### src/rtl/conv_encoder_stream.sv
// Rate-1/N feed-forward convolutional encoder with valid/ready streaming,
// optional K-1 zero-bit frame termination and an out_last frame marker.
// With default parameters the coded bits match the K=3 (7,5) encoder.
module conv_encoder_stream #(
   parameter int unsigned    K       = 3,
   parameter int unsigned    N       = 2,
   parameter logic [N*K-1:0] GEN     = {3'b101, 3'b111},
   parameter bit             TAIL_EN = 1'b1
) (
   input  logic         clk,
   input  logic         reset,
   input  logic         in_valid,
   output logic         in_ready,
   input  logic         in_data,
   input  logic         in_last,
   output logic         out_valid,
   input  logic         out_ready,
   output logic [N-1:0] out_data,
   output logic         out_last
);

   localparam int unsigned CntW = $clog2(K + 1);

   typedef enum logic [0:0] {StRun, StTail} state_t;

   state_t          state_q, state_d;
   logic [K-2:0]    sr_q, sr_d;
   logic [CntW-1:0] tail_cnt_q, tail_cnt_d;
   logic            out_valid_q, out_valid_d;
   logic [N-1:0]    out_data_q, out_data_d;
   logic            out_last_q, out_last_d;
   logic            init_q;
   logic            slot_free;
   logic [K-1:0]    run_win;
   logic [K-1:0]    tail_win;

   // Coded bit i is the parity of the window masked by generator G_i.
   function automatic logic [N-1:0] encode(input logic [K-1:0] win);
      logic [N-1:0] enc;
      enc = '0;
      for (int i = 0; i < N; i++) begin
         enc[i] = ^(GEN[i*K +: K] & win);
      end
      return enc;
   endfunction

   // Window: bit 0 is the current input, bit j is sr[j-1] (sr[0] newest).
   assign run_win  = {sr_q, in_data};
   assign tail_win = {sr_q, 1'b0};

   assign slot_free = !out_valid_q || out_ready;
   // init_q holds in_ready low during reset and for the release cycle.
   assign in_ready  = init_q && (state_q == StRun) && slot_free;

   assign out_valid = out_valid_q;
   assign out_data  = out_data_q;
   assign out_last  = out_last_q;

   // Next-state: output slot load/pop, shift register and tail sequencing.
   always_comb begin
      state_d     = state_q;
      sr_d        = sr_q;
      tail_cnt_d  = tail_cnt_q;
      out_valid_d = out_valid_q;
      out_data_d  = out_data_q;
      out_last_d  = out_last_q;

      if (out_ready) begin
         out_valid_d = 1'b0;
      end

      unique case (state_q)
         StRun: begin
            if (in_valid && in_ready) begin
               out_data_d  = encode(run_win);
               out_valid_d = 1'b1;
               out_last_d  = 1'b0;
               sr_d        = run_win[K-2:0];
               if (in_last) begin
                  if (TAIL_EN) begin
                     state_d    = StTail;
                     tail_cnt_d = CntW'(K - 1);
                  end else begin
                     // No tail: mark this word and restart from the zero state.
                     out_last_d = 1'b1;
                     sr_d       = '0;
                  end
               end
            end
         end
         StTail: begin
            if (slot_free) begin
               out_data_d  = encode(tail_win);
               out_valid_d = 1'b1;
               sr_d        = tail_win[K-2:0];
               tail_cnt_d  = tail_cnt_q - CntW'(1);
               out_last_d  = (tail_cnt_q == CntW'(1));
               if (tail_cnt_q == CntW'(1)) begin
                  state_d = StRun;
               end
            end
         end
      endcase
   end

   // State and output registers, cleared by the asynchronous reset.
   always_ff @(posedge clk or negedge reset) begin
      if (!reset) begin
         state_q     <= StRun;
         sr_q        <= '0;
         tail_cnt_q  <= '0;
         out_valid_q <= 1'b0;
         out_data_q  <= '0;
         out_last_q  <= 1'b0;
         init_q      <= 1'b0;
      end else begin
         state_q     <= state_d;
         sr_q        <= sr_d;
         tail_cnt_q  <= tail_cnt_d;
         out_valid_q <= out_valid_d;
         out_data_q  <= out_data_d;
         out_last_q  <= out_last_d;
         init_q      <= 1'b1;
      end
   end

endmodule
### config.mk
export PLATFORM = sky130hd
export DESIGN_NAME = conv_encoder_stream
export DESIGN_NICKNAME = d
export VERILOG_FILES = /design/src/rtl/conv_encoder_stream.sv
export SDC_FILE = /design/constraint.sdc
export NUM_CORES = 1
export LEC_CHECK = 0
export CAP_MARGIN = 20
export CORE_MARGIN = 5
export CORE_UTILIZATION = 30
export CTS_CLUSTER_SIZE = 28
export DETAILED_ROUTE_END_ITERATION = 12
export PLACE_DENSITY_LB_ADDON = 0.25
export RECOVER_POWER = 25
export SYNTH_ARGS = -nofsm -noshare
export SYNTH_HDL_FRONTEND = slang
export SYNTH_SLANG_ARGS = --single-unit
export TNS_END_PERCENT = 1
### constraint.sdc
create_clock -name clk -period 1.2 [get_ports clk]
set_input_delay 0.24 -clock clk [delete_from_list [all_inputs] [get_ports clk]]
set_output_delay 0.24 -clock clk [all_outputs]
set_load 0.01 [all_outputs]
======== Word-level counts from Yosys, hierarchy flattened ========
Cells that the tools add are included.
word-level totals
  register bits after elaboration ......... 10
  input port bits ......................... 6
  output and inout port bits .............. 5
operators by class
  add/subtract/negate cells ............... 1
  eq/ne operators ......................... 4
  multiplexer cells ....................... 22
  bitwise logic cells ..................... 1
  reductions and logical operators ........ 11
operator list
  kind                                                                    count
  2-bit 2-to-1 mux                                                        7
  2-bit case mux with 2 select lines                                      3
  3-bit parity                                                            4
  1-bit 2-to-1 mux                                                        9
  1-bit case mux with 2 select lines                                      3
  2-bit by 1-bit != test with 1-bit output (second input constant)        2
  1-bit logical AND                                                       3
  3-bit AND reduction                                                     1
  2-bit by 1-bit equality test with 1-bit output (second input constant)  1
  2-bit != test (second input constant)                                   1
  2-bit AND reduction                                                     1
  2-bit by 1-bit subtractor with 2-bit output (second input constant)     1
  1-bit zero test                                                         1
  1-bit logical OR                                                        1
  1-bit inverter                                                          1

======== Longest topological paths before layout ========
Gate-level depths: netlist of the first run.
  depth in word-level cells ............... 6
  mapped depth ............................ 4

======== Least setup slack after synthesis of the first run ========
Ideal clock, no wire load.
  kind .................................... reg-to-reg
  from .................................... register out_valid_q (netlist: out_valid)
  to ...................................... register sr_q[1]
  setup time .............................. 0.125 ns
  arrival time ............................ 1.119 ns
  required time ........................... 1.075 ns
  slack ................................... -0.045 ns
  cell stages (with the launch flop) ...... 4
  cell sequence ........................... dfrtp_1 nor2b_1 or2_4 mux2_4
on the way
  word-level cells in the longest chain between the ends .. 6
ends and longest elaborated chain
  item                                                line  source
  from (decl)                                         29    logic out_valid_q, out_valid_d;
  from (signal assigned)                              120   out_valid_q <= out_valid_d;
  1-bit zero test *                                   51    assign slot_free = !out_valid_q || out_ready;
  1-bit logical OR *                                  51
  1-bit logical AND                                   53    assign in_ready = init_q && (state_q == StRun) && slot_free;
  1-bit logical AND                                   74    if (in_valid && in_ready) begin
  2-bit by 1-bit != test with 1-bit output (no line)  --
  2-bit AND reduction (no line) *                     --
  to (signal assigned)                                118   sr_q <= sr_d;
  to (decl)                                           27    logic [K-2:0] sr_q, sr_d;
Mark *: on every way between the ends. The rest lies on a longest branch, timed or not.
A chain may end at the register's enable or synchronous reset.

======== Worst setup path after layout of the first run ========
  from .................................... register out_valid_q (netlist: out_valid)
  to ...................................... output port in_ready
on the way
  word-level cells in the longest chain between the ends .. 3
ends and longest elaborated chain
  item               line  source
  1-bit zero test    51
  1-bit logical OR   51
  1-bit logical AND  53
  to (decl)          13    output logic in_ready,
Every way passes these cells.

==> impl_metrics.ini, run 1 <==
[floorplan]
die_x_um = 49.86
coreArea_um2 = 1506
rows = 14
ios = 11
start_util_pct = 31.64
dieArea_um2 = 2486
dieHeight_um = 49.86

[critical_path]
crit_required_ns = 0.96
worstSetupPathType = flip-flop to output pin
reg2reg_depth = 4
r2r-end = sr_q[1]
rr_startpoint = out_valid
ff2ff_setup_slack_ns = -0.11
worstSetupEndpointType = output pin
arrival_ns = 1.08
critPathMaxFanout = 2
start_kind = flip-flop

[drt]
drc = 0
first_pass_iters = 2
route.antenna.remaining_nets = 0
routed_via_density = 4.654
wire_per_inst_um = 11.46
vias = 363
wirelength_um = 894
initialDrtViolationCount = 3

[power_and_ir_drop]
vdd_drop_max_uv = 979.9
powerDensity_nw_per_um2 = 2286
finalPower_mw = 1.579
power.leakage_nw = 0.3285

[place]
placed_cell_area_um2 = 664.4
place_congestion = 0.7385
io_buffer_count = 10
dp_hpwl_um = 714.9

[clock_tree]
cts_tree = yes
holdBufCountCts = 0
clk_pin_slew_ns = 0.07
clk_latency_ns = 0.26
htreeDepth = 1
clock-sinks = 10
clockBufferDepth = 2
numCtsBuffers = 3
clockRootBuffer = clkbuf_4

[timing]
finClkSkew_ns = 0.001324
fin_tns_setup_ns = -0.2371
layout_min_cycle_time_ns = 1.316
fin_crit_sh_pct = 109.7
slew_viol_final = 0
setup_violations = 3
hold_viol_final = 0
rsz0062_at_grt = true
slew_headroom_pct = 65.58
clock.fmax_mhz = 759.8
worstMarginPinSlew_ns = 0.5162
setup_ws_ns = -0.1161

[finish]
num_antenna_cells = 0
layout_commonest_cell = dfrtp_1
syn_to_final_growth_pct = 44.88
nFillCells = 145
drive_gt1_share_pct = 33.87
utilization_pct = 45.85
final_nets = 70
multi_input_area_um2 = 230.2
fin_area_um2 = 690.7
final_cell_mix = dfrtp_1 (10), buf_4 (8)
seq_area_um2 = 250.2

[synth]
ys_types = 25
synthesis.area_um2 = 476.7
synth_top_area_cell = dfrtp_1
synthCells = 40
syn_area_per_cell_um2 = 11.92
ys_ff_latch = 10
yosysSeqAreaShare_pct = 52.49
syn_nets = 47
netlist_top_cells_area = dfrtp_1 (52%), o21ai_0 (5.2%), xnor3_1 (4.7%), mux2_4 (3.1%), ha_1 (2.6%)
synth_top_area_share_pct = 52.49
yosys_warnings = 0

[global_route]
antenna_found_initial = 0
grt_pass1_wl_um = 1462
grt_use_total_pct = 7.769
overflow = 0
first_global_vias = 356
grt_max_degree = 11

[flow_run]
max_cap_violations = 0

[outcome]
violations = negative setup slack
status = finished with violations

[worst_hold_path]
min-delay-path-class = input pin to asynchronous set/reset pin
flip-flops by register name, indices dropped and copies added, names as in the netlist:
| signal | cells |
|---|---|
| out_data | 2 |
| sr_q | 2 |
| tail_cnt_q | 2 |
| init_q | 1 |
| out_last | 1 |
| out_valid | 1 |
| state_q | 1 |
cell usage after synthesis:
library cell	number
dfrtp_1	10
o21ai_0	5
nand2_1	3
a21boi_0	1
a21oi_1	1
a21oi_2	1
a31oi_1	1
a32o_1	1
a41oi_1	1
and3_1	1
buf_4	1
conb_1	1
ha_1	1
inv_1	1
mux2_4	1
mux2i_1	1
nand2b_1	1
nor2b_1	1
nor2b_2	1
nor3b_1	1
o21a_1	1
o22a_1	1
or2_4	1
xnor2_1	1
xnor3_1	1
worst max-delay path by stage:
| stage | startpoint | end |
|---|---|---|
| 2_1_floorplan | out_valid | sr_q[1] |
| 3_3_place_gp | out_ready | in_ready |
| 3_5_place_dp | out_ready | in_ready |
| 4_1_cts | out_valid | in_ready |
| 5_1_grt | out_valid | in_ready |
| 6_report | out_valid | in_ready |
cells by family after synthesis:
| family | share of synthesized area, % |
|---|---|
| compound gates | 18.37 |
| flops | 52.49 |
| simple gates | 11.55 |
| xor+xnor | 6.562 |
| mux | 5.249 |
| buf+inv | 2.362 |
| fa+ha+maj | 2.624 |
| other cells | 0.7866 |
where the power goes:
part	switching, mW	internal [mW]	leakage (nW)
clock network	0.119	0.184	0.0210
registers	0.0893	0.478	0.122
logic	0.290	0.419	0.186
total	0.498	1.08	0.328
metal layers:
layer	GRT usage [%]	up-vias	wire (µm)
li1	-	187	-
met1	9.925	162	446
met2	11.02	14	373
met3	3.313	0	74
met4	3.930	0	0
met5	0	-	0
repair_timing:
action / 4_1_cts / 5_1_grt
setup endpoints to repair: 8 / 8
resized for setup: 13 / 4
setup buffers: 0 / 0
worst max-delay path, stage by stage (launching register included):
cell     delay [ns]
dfrtp_1        0.38
nor2b_4        0.14
nor3b_2        0.15
buf_2          0.15
through the flow:
stage	hold slack [ns]	instances	setup WS (ns)
floorplan	-0.05559	40	0.006458
global placement	0.4656	74	-0.6040
detailed placement	0.4798	74	-0.6017
CTS	0.2719	78	-0.1393
global route	0.5204	78	-0.1838
finish	0.4560	78	-0.1161
area by class of cell:
| cell class | instances | share of cell area, % |
|---|---|---|
| clock buffers | 4 | 5.254 |
| repair buffers | 19 | 21.74 |
| flip-flops and latches | 10 | 36.23 |
| multi-input cells | 28 | 33.33 |
| inverters | 1 | 0.5435 |
| well taps | 16 | 2.899 |
Power figures use the tool's default switching activity.
==> inputs of run 2 (changes only) <==
==> constraint.sdc (replaced) <==
create_clock -name clk -period 1.1 [get_ports clk]
set_input_delay 0.22 -clock clk [delete_from_list [all_inputs] [get_ports clk]]
set_output_delay 0.22 -clock clk [all_outputs]
set_load 0.05 [all_outputs]
==> run 2 against run 1 <==
The flow still finishes with violations (negative setup slack). Clock power is 14% lower. Via count is 5.8% higher. Register-to-register slack worse by 0.10 ns. Sequential share of layout area is 4.4 points lower. Setup slack worse by 0.19 ns. Critical path depth is 1 higher. Flip-flop and latch count stayed put. Clock skew is 0.0018 ns higher. Utilization is 6.8 points higher. Final cell count is 3.8% higher. Largest cell class is now multi-input combinational cells.
==> impl_metrics.ini, run 2 (synthesis gave the netlist of run 1 again) <==
[timing]
setup_violations = 6
hold_viol_final = 0
worstMarginPinSlew_ns = 0.5439
whs_ns = 0.4489
setup_ws_ns = -0.3040
rsz0062_at_grt = true
fin_tns_setup_ns = -0.8960
slew_viol_final = 0
slew_headroom_pct = 63.74
clock.fmax_mhz = 712.2
layout_min_cycle_time_ns = 1.404
finClkSkew_ns = 0.003143
fin_crit_sh_pct = 127.6

[flow_run]
max_cap_violations = 0

[critical_path]
cp_slowest_cell = clkdlybuf4s50_1
worstSetupEndpointType = output pin
crit_required_ns = 0.88
critPathMaxFanout = 2
critPathBufInv = 2
worstSetupPathType = input pin to output pin
critical-path-max-stage-delay_ns = 0.53
critical_path.cell_chain = clkdlybuf4s50_1, nor2b_4, nor3b_4, buf_12
arrival_ns = 1.18
crit_family = buffers and inverters
start_kind = input pin

[finish]
layout_commonest_cell = buf_4
nFillCells = 133
instances_no_fill = 81
final_nets = 73
syn_to_final_growth_pct = 66.40
drive_gt1_share_pct = 44.62
seq_area_um2 = 252.7
multi_input_area_um2 = 254.0
num_antenna_cells = 0
utilization_pct = 52.66
final_cell_mix = buf_4 (11), dfrtp_1 (8), buf_12 (5)

[floorplan]
dieHeight_um = 49.86
die_x_um = 49.86
ios = 11
rows = 14
start_util_pct = 31.64
dieArea_um2 = 2486
coreArea_um2 = 1506

[global_route]
grt_pass1_wl_um = 1697
grt_max_degree = 11
overflow = 0
first_global_vias = 402
antenna_found_initial = 0
grt_use_total_pct = 8.939

[clock_tree]
clockRootBuffer = clkbuf_4
clk_pin_slew_ns = 0.07
clk_latency_ns = 0.26
clock-sinks = 10
clockBufferDepth = 2
htreeDepth = 1
cts_tree = yes
numCtsBuffers = 3

[power_and_ir_drop]
p_comb_share_pct = 59.7
vdd_drop_max_uv = 1229
power_frac_seq_pct = 28.9
power.leakage_nw = 0.3697
power_switching_mw = 0.8519
p_int_mw = 1.431
finalPower_mw = 2.283
powerDensity_nw_per_um2 = 2878
swShare_pct = 37.31
pwr-share-clk_pct = 11.4

[drt]
wirelength_um = 931
vias = 384
drc = 0
initialDrtViolationCount = 6
first_pass_iters = 4
wire_per_inst_um = 11.49
routed_via_density = 4.741
route.antenna.remaining_nets = 0

[place]
dp_hpwl_um = 724.4
dp_cells = 75
place_congestion = 0.7130
io_buffer_count = 10

[outcome]
status = finished with violations
violations = negative setup slack

[worst_hold_path]
min-delay-path-class = input pin to asynchronous set/reset pin
run 2: cell count changes in the layout (fill, tap and decap cells not counted), moves of 2 or more:
cell / delta
buf_2: -2
dlygate4sd2_1: -3
buf_4: +3
dfrtp_2: +2
buf_12: +5
dfrtp_1: -2
run 2: timing repair:
| action | 4_1_cts | 5_1_grt |
|---|---|---|
| pin swaps | 4 | 0 |
| setup endpoints to repair | 9 | 8 |
| hold buffers | 0 | 0 |
| setup buffers | 2 | 0 |
| resized for setup | 5 | 3 |
run 2: cell type report:
type | instances | share of cell area, %
timing repair buffer | 22 | 29.81
sequential | 10 | 31.86
inverter | 1 | 0.4732
clock buffer | 4 | 3.312
tap | 16 | 2.524
multi-input combinational | 28 | 32.02
run 2: per-layer routing:
layer,global-route usage (%),wire length (µm)
met4,6.550,19
met3,1.807,60
met1,11.38,420
met5,0,0
met2,13.14,430
run 2: worst paths after layout:
path / from / to / slack, ns / cells past startpoint
max in group asynchronous: reset / init_q / 0.26 / 2
min: reset / out_last / 0.45 / 2
max: out_ready / in_ready / -0.30 / 4
max reg2reg: out_valid / sr_q[1] / -0.21 / 4
min reg2reg: tail_cnt_q[0] / tail_cnt_q[0] / 0.49 / 1
min in group clk: tail_cnt_q[0] / tail_cnt_q[0] / 0.49 / 1
run 2: per-stage QoR:
step	instance area, µm²	worst slack (ns)
finish	793.3	-0.3040
global route	793.3	-0.3468
CTS	790.8	-0.3118
detailed placement	734.5	-0.3851
global placement	734.5	-0.3828
floorplan	496.7	-0.3012
run 2: power groups by stage:
| stage | Sequential, mW | Clock, mW | Combinational [mW] |
|---|---|---|---|
| 2_1_floorplan | 0.829 | 0 | 0.521 |
| 3_3_place_gp | 0.672 | 0 | 1.24 |
| 3_5_place_dp | 0.676 | 0 | 1.25 |
| 4_1_cts | 0.661 | 0.272 | 1.37 |
| 5_1_grt | 0.683 | 0.289 | 1.45 |
| 6_report | 0.660 | 0.261 | 1.36 |
run 2: worst register-to-register path, delay by kind of cell (launching register included):
kind | cells | cell delay [ns]
buf+inv | 1 | 0.13
flops | 1 | 0.40
mux | 1 | 0.29
simple gates | 2 | 0.37
